### src/rtl/arith_digit_serial_unit.sv
// arith_digit_serial_unit
// Digit-serial arithmetic unit. WIDTH-bit operands are added DIGIT bits per
// clock through one DIGIT-wide carry chain, LSB first, with the carry held in
// a register between digits. Every op is reduced at capture time to
// A + b' + c0, so the datapath only ever adds.
// Optional build macro: ARITH_SAT_EN clamps signed overflow to the signed
// max/min for the arithmetic ops (MOV and illegal are never clamped).
module arith_digit_serial_unit #(
    parameter int WIDTH = 32,
    parameter int DIGIT = 4
) (
    input  logic             clk,
    input  logic             rst_n,
    input  logic             in_valid,
    output logic             in_ready,
    input  logic [WIDTH-1:0] a,
    input  logic [WIDTH-1:0] b,
    input  logic             cin,
    input  logic [2:0]       opsel,
    output logic             out_valid,
    input  logic             out_ready,
    output logic [WIDTH-1:0] result,
    output logic             cout,
    output logic             ovf,
    output logic             zero,
    output logic             neg,
    output logic             err
);

    localparam int NDIG = WIDTH / DIGIT;
    localparam int CW   = (NDIG > 1) ? $clog2(NDIG) : 1;

    localparam logic [2:0] OP_ADD    = 3'd0;
    localparam logic [2:0] OP_SUBWB  = 3'd1;
    localparam logic [2:0] OP_MOV    = 3'd2;
    localparam logic [2:0] OP_SUB    = 3'd3;
    localparam logic [2:0] OP_INC    = 3'd4;
    localparam logic [2:0] OP_DEC    = 3'd5;
    localparam logic [2:0] OP_ADDINC = 3'd6;
    localparam logic [2:0] OP_ILL    = 3'd7;

    typedef enum logic [1:0] {
        S_IDLE,
        S_RUN,
        S_DONE
    } state_t;

    state_t           state;
    state_t           state_nxt;

    logic [WIDTH-1:0] a_sh;
    logic [WIDTH-1:0] b_sh;
    logic [WIDTH-1:0] res_sh;
    logic             carry;
    logic [CW-1:0]    cnt;
    logic [2:0]       op_r;

    logic [WIDTH-1:0] b_eff;
    logic             c0_eff;
    logic             accept;
    logic             last_digit;
    logic [DIGIT:0]   dsum;
    logic             msb_cin;
    logic [WIDTH-1:0] res_shift;
    logic [WIDTH-1:0] res_final;
    logic             cout_final;
    logic             ovf_final;

    logic             cout_r;
    logic             ovf_r;
    logic             zero_r;
    logic             neg_r;
    logic             err_r;

    assign accept     = (state == S_IDLE) && in_valid;
    assign last_digit = (cnt == CW'(NDIG - 1));

    // Reduce every op to an addend b' and a carry-in c0 for A + b' + c0
    always_comb begin
        b_eff  = '0;
        c0_eff = 1'b0;
        case (opsel)
            OP_ADD:    begin b_eff = b;    c0_eff = cin;  end
            OP_SUBWB:  begin b_eff = ~b;   c0_eff = ~cin; end
            OP_MOV:    begin b_eff = '0;   c0_eff = 1'b0; end
            OP_SUB:    begin b_eff = ~b;   c0_eff = 1'b1; end
            OP_INC:    begin b_eff = '0;   c0_eff = 1'b1; end
            OP_DEC:    begin b_eff = '1;   c0_eff = 1'b0; end
            OP_ADDINC: begin b_eff = b;    c0_eff = 1'b1; end
            default:   begin b_eff = '0;   c0_eff = 1'b0; end
        endcase
    end

    // One digit of the carry chain plus the carry into the digit's top bit
    always_comb begin
        dsum    = {1'b0, a_sh[DIGIT-1:0]} + {1'b0, b_sh[DIGIT-1:0]}
                + {{DIGIT{1'b0}}, carry};
        msb_cin = a_sh[DIGIT-1] ^ b_sh[DIGIT-1] ^ dsum[DIGIT-1];
    end

    // New digits enter the result register from the top, so after the last
    // digit the LSB digit has reached bit 0
    generate
        if (DIGIT == WIDTH) begin : g_single_digit
            assign res_shift = dsum[DIGIT-1:0];
        end else begin : g_multi_digit
            assign res_shift = {dsum[DIGIT-1:0], res_sh[WIDTH-1:DIGIT]};
        end
    endgenerate

    // Final result and flags as they will be latched on the last digit
    always_comb begin
        res_final  = res_shift;
        cout_final = dsum[DIGIT];
        ovf_final  = msb_cin ^ dsum[DIGIT];
        if (op_r == OP_ILL) begin
            res_final  = '0;
            cout_final = 1'b0;
            ovf_final  = 1'b0;
        end else if (op_r == OP_MOV) begin
            cout_final = 1'b0;
            ovf_final  = 1'b0;
        end
`ifdef ARITH_SAT_EN
        else if (ovf_final) begin
            res_final = res_shift[WIDTH-1] ? {1'b0, {(WIDTH-1){1'b1}}}
                                           : {1'b1, {(WIDTH-1){1'b0}}};
        end
`endif
    end

    // State register
    always_ff @(posedge clk or negedge rst_n) begin
        if (!rst_n) begin
            state <= S_IDLE;
        end else begin
            state <= state_nxt;
        end
    end

    // Next-state logic: capture, run NDIG digits, hold until consumed
    always_comb begin
        state_nxt = state;
        case (state)
            S_IDLE:  if (in_valid)   state_nxt = S_RUN;
            S_RUN:   if (last_digit) state_nxt = S_DONE;
            S_DONE:  if (out_ready)  state_nxt = S_IDLE;
            default: state_nxt = S_IDLE;
        endcase
    end

    // Handshake outputs decoded from the state
    always_comb begin
        in_ready  = (state == S_IDLE);
        out_valid = (state == S_DONE);
    end

    // Datapath: capture operands on accept, then shift one digit per cycle
    always_ff @(posedge clk or negedge rst_n) begin
        if (!rst_n) begin
            a_sh   <= '0;
            b_sh   <= '0;
            res_sh <= '0;
            carry  <= 1'b0;
            cnt    <= '0;
            op_r   <= '0;
            cout_r <= 1'b0;
            ovf_r  <= 1'b0;
            zero_r <= 1'b0;
            neg_r  <= 1'b0;
            err_r  <= 1'b0;
        end else if (accept) begin
            a_sh  <= a;
            b_sh  <= b_eff;
            carry <= c0_eff;
            cnt   <= '0;
            op_r  <= opsel;
        end else if (state == S_RUN) begin
            a_sh  <= a_sh >> DIGIT;
            b_sh  <= b_sh >> DIGIT;
            carry <= dsum[DIGIT];
            cnt   <= cnt + CW'(1);
            if (last_digit) begin
                res_sh <= res_final;
                cout_r <= cout_final;
                ovf_r  <= ovf_final;
                zero_r <= (res_final == '0);
                neg_r  <= res_final[WIDTH-1];
                err_r  <= (op_r == OP_ILL);
            end else begin
                res_sh <= res_shift;
            end
        end
    end

    assign result = res_sh;
    assign cout   = cout_r;
    assign ovf    = ovf_r;
    assign zero   = zero_r;
    assign neg    = neg_r;
    assign err    = err_r;

endmodule

### config.mk
export PLATFORM = sky130hd
export DESIGN_NAME = arith_digit_serial_unit
export DESIGN_NICKNAME = d
export VERILOG_FILES = /design/src/rtl/arith_digit_serial_unit.sv
export SDC_FILE = /design/constraint.sdc
export NUM_CORES = 1
export LEC_CHECK = 0
export ABC_AREA = 1
export CORE_ASPECT_RATIO = 0.5
export CORE_MARGIN = 1.5
export CORE_UTILIZATION = 30
export DETAILED_ROUTE_END_ITERATION = 10
export GPL_TIMING_DRIVEN = 1
export PLACE_DENSITY = 0.62
export SYNTH_ARGS = -nofsm -noshare
export SYNTH_HDL_FRONTEND = slang
export SYNTH_SLANG_ARGS = --single-unit
### constraint.sdc
create_clock -name clk -period 2.75 [get_ports clk]
set_clock_uncertainty 0.15 [all_clocks]
set_input_delay 0.4125 -clock clk [delete_from_list [all_inputs] [get_ports clk]]
set_output_delay 0.4125 -clock clk [all_outputs]
set_load 0.02 [all_outputs]
; ---- Yosys cells after proc, flatten, opt, wreduce, memory -nomap -nowiden
; Index checks and enable logic that the tools add are counted.
[totals]
regBits = 110
in_bits = 72
[classes]
bitwise = 6
n_eq_ne = 13
mux = 20
n_reduce_logical = 11
n_addsub = 3
[ops]
columns = op, count
row1 = $mux 32, 6
row2 = $pmux 32 s3, 1
row3 = $logic_not 32->1, 1
row4 = $not 32->32, 1
row5 = $eq 3x3->1 const B, 5
row6 = $eq 3x2->1 const B, 2
row7 = $mux 1, 6
row8 = $mux 2, 3
row9 = $mux 3, 2
row10 = $pmux 2 s3, 1
row11 = $reduce_and 3->1, 2
row12 = $add 4x4->5, 1
row13 = $add 5x1->5, 1
row14 = $ne 2x2->1 const B, 2
row15 = $reduce_or 2->1, 2
row16 = $add 3x1->3 const B, 1
row17 = $eq 3x1->1 const B, 1
row18 = $logic_not 3->1, 1
row19 = $pmux 1 s3, 1
row20 = $reduce_or 3->1, 1
row21 = $xor 1x1->1, 3
row22 = $eq 2x1->1 const B, 1
row23 = $eq 2x2->1 const B, 1
row24 = $logic_not 2->1, 1
row25 = 5 further kinds, 6

; ---- Longest topological paths before layout
[depth]
ltp_word = 6
mapped_depth = 9
ltp_nobuf = 9

; ---- Worst setup path before layout
; No wires, ideal clock.
[synth_timing]
path_type = register to register
from = register a_sh[0]
to = register carry
path_slack_ns = 0.810
stages_incl_launch_ff = 9
required_ns = 2.476
arrival_time_ns = 1.666
period_less_slack_ns = 1.940
path_buffers = 0
path_cell_list = dfrtp_1 -> fa_1 -> fa_1 -> nand2_1 -> nand2_1 -> a21oi_1 -> inv_1 -> nand2_1 -> nand3_1
[synth_via]
elab_chain_cells = 4
[synth_rtl]
columns = item, line
row1 = from (decl), 51  ; logic [WIDTH-1:0] a_sh;
row2 = from (signal assigned), 179  ; a_sh <= a_sh >> DIGIT;
row3 = $add 4x4->5, 96  ; dsum = {1'b0, a_sh[DIGIT-1:0]} + {1'b0, b_sh[DIGIT-1:0]}
row4 = $add 5x1->5, 97  ; + {{DIGIT{1'b0}}, carry};
row5 = $mux 1, 178  ; end else if (state == S_RUN) begin
row6 = $mux 1, 172  ; end else if (accept) begin
row7 = to (signal assigned), 181  ; carry <= dsum[DIGIT];
row8 = to (decl), 54  ; logic carry;
; No other way between the ends. The select of a mux whose other input is x is not followed.
; A chain may end at the register's enable or synchronous reset.

; ---- Final worst setup path
[layout_timing]
from = register state[0]
to = output port in_ready
[layout_via]
elab_chain_cells = 1
[layout_rtl]
columns = item, line
row1 = from (decl), 48  ; state_t state;
row2 = from (signal assigned), 137  ; state <= state_nxt;
row3 = $logic_not 2->1, 154  ; in_ready = (state == S_IDLE);
row4 = to (decl), 15  ; output logic in_ready,
; No other way between the ends.

==> impl_metrics.csv <==
group,metric,value,unit
cts,ctsRootBufferMaster,"clkbuf_16",
setup_path,crit_cells,2,
routing,vias_per_cell,4.564,
placement,portBuffers,110,
setup_path,crit_chain,"nor2_4 -> clkdlybuf4s50_1",
finish,final_layout_size_suffix_gt1_share,5.808,%
grt,grt_pass1_vias,4701,
floorplan,die-height,97.81,um
routing,vias,4683,
cts,cts.sinks,110,
sta,drv_slew,0,
floorplan,initial_utilization,30.84,%
cts,clock_path_buffers,2,
routing,drcViolationCount,0,
yosys,ys_warn_count,0,
placement,dp.cells,1010,
finish,diodes,0,
finish,fin_area,7023,um^2
sta,hold_violations,0,
power,power.leakage,0.003276,uW
floorplan,dieWidth,192.6,um
cts,htreeDepth,3,
yosys,synth.distinct_cells,34,
grt,grt_max_degree,73,
grt,grt_usage,15.17,%
routing,ant_nets,0,
sta,fmax,467.8,MHz
cts,postCtsHoldBufs,1,
setup_path,cp_top_family,"buffers and inverters",
sta,fin_setup_tns,0,ns
setup_path,rr_worst_depth,8,
placement,placed_area,6708,um^2
grt,antenna_found_initial,0,
grt,overflow,0,
yosys,synth_cells,688,
setup_path,required,2.19,ns
setup_path,critPathSlowestCell,"clkdlybuf4s50_1",
finish,fin_nets,867,
status,status,"completed",
yosys,seq_area_frac_synth,51.04,%
worst_hold_path,hold_depth,1,
yosys,synth_area,5393,um^2
sta,fin_crit_sh,77.73,%
setup_path,cp_max_fo,4,
floorplan,io-pin-count,111,
setup_path,cpPeakStageDelay,0.62,ns
cts,cts_tree,"done",
routing,post_drt_wl_per_cell,13.00,um
setup_path,worst_setup_path_start_kind,"flip-flop",
power,p_total,7836,uW
setup_path,critical_path_class,"flip-flop to output pin",
routing,first_pass_iters,5,
setup_path,cp.arrival,1.58,ns
floorplan,num_rows,34,
finish,final_cell_mix,"nand2_1 (229), nor2_1 (123), dfrtp_1 (110), clkdlybuf4s50_1 (109), inv_1 (60)",
yosys,ys_ff_latch,110,
floorplan,dieArea,18840,um^2
floorplan,core,17480,um^2
placement,hpwl,9.167,mm
sta,tightest_slew,0.5294,ns
cts,post_cts_buffers,0,
sta,setup_violations,0,
setup_path,crit_buf_inv,1,
setup_path,crit_path_end_kind,"output pin",
routing,drt-initial-drc-count,268,
worst_hold_path,min_path_type,"flip-flop to flip-flop",
cts,path_clk_slew,0.07,ns
cts,cts_inserted_buffers,9,
cts,cts_resized,0,
finish,n_fill_cell,1818,
routing,routed_wl,13.33,mm
grt,grt_pass1_wl,23.04,mm
sta,period_needed,2.138,ns
power,power-per-cell-area,1116,nW/um^2
sta,relSlewSlack,64.70,%
yosys,syn_nets,767,
finish,layout.cells.non_filler,1026,
finish,syn_to_final_growth,30.23,%
finish,final_common_cell,"nand2_1",
run,maxCapViolations,0,
power,peakVddDrop,0.0005082,V
placement,place_congestion,0.7930,
sta,rsz0062_at_grt,"false",
cts,clk_latency,0.35,ns
yosys,postSynthAreaPerCell,7.838,um^2
==> cell usage after synthesis, drive strengths merged <==
cell	count	area share (%)
a21oi	4	0.37
a22o	5	0.81
buf	31	3.2
clkbuf	1	0.070
dfrtp	110	51
fa	2	0.74
ha	5	1.2
inv	65	4.6
nand2	233	17
nand3	18	1.8
nand3b	1	0.14
nand4	2	0.23
nor2	131	9.7
nor3b	1	0.14
o211ai	9	1.3
o21a	1	0.14
o21ai	28	2.7
o221ai	10	1.6
o22ai	28	3.2
o31ai	1	0.14
or2	1	0.12
xnor2	1	0.16
==> area by class of cell <==
class	instances	area [um^2]	share of cell area [%]
clock inverters	5	66.31	0.9442
repair buffers	121	1209	17.21
multi-input cells	481	2215	31.53
well taps	234	292.8	4.169
inverters	65	249.0	3.545
clock buffers	10	239.0	3.403
flip-flops and latches	110	2753	39.19
==> cells by family (layout without fill, tap and decap cells) <==
logic type / count (synthesis) / count (layout) / share of synthesized area [%]
xor+xnor: 1 / 1 / 0.1624
simple gates: 387 / 387 / 28.75
buf+inv: 97 / 201 / 7.889
compound gates: 86 / 86 / 10.26
flops: 110 / 110 / 51.04
fa+ha+maj: 7 / 7 / 1.903
==> layer usage <==
metal / track usage [%] / part of all wire (%)
met1: 21.41 / 50
met2: 24.07 / 46
met3: 3.163 / 3.5
met4: 3.041 / 0.73
met5: 0 / 0
==> power breakdown <==
part	total, uW	switching (uW)	internal (uW)
Combinational	3690	2200	1500
Clock	1350	614	739
Sequential	2790	439	2350
==> metrics by stage <==
step                util, %  setup slack, ns  hold slack (ns)
finish                40.17           0.6123           0.3267
global route          40.17           0.3615           0.3533
CTS                   40.17           0.5981           0.3302
detailed placement    38.36           0.6285           0.2830
global placement      38.36           0.6657           0.2831
floorplan                 -           0.8099         -0.03309
==> worst paths after layout <==
kind,to,start,slack [ns]
worst max-delay path,in_ready,state[0]$_DFFE_PN0P_,0.61
worst min-delay path,cnt[0]$_DFFE_PN0P_,cnt[0]$_DFFE_PN0P_,0.33
worst max register to register,carry$_DFFE_PN0P_,b_sh[0]$_DFFE_PN0P_,0.64
worst min register to register,cnt[0]$_DFFE_PN0P_,cnt[0]$_DFFE_PN0P_,0.33
max in group asynchronous,b_sh[31]$_DFFE_PN0P_,rst_n,1.25
min in group asynchronous,result[26]$_DFFE_PN0P_,rst_n,0.43
==> worst register-to-register path, stage by stage (launching register included) <==
cell	delay [ns]
dfrtp_1	0.44
fa_1	0.45
fa_1	0.42
nand2_1	0.08
nand2_1	0.05
a21oi_1	0.16
inv_1	0.10
nand2_1	0.07
nand3_1	0.08
==> state kept, by name (all words and copies together), names as in the netlist <==
signal	flops
a_sh	32
b_sh	32
carry	1
cnt	3
cout	1
err	1
neg	1
op_r	3
ovf	1
result	32
state	2
zero	1
No activity file was read; power rests on OpenSTA's default activity.
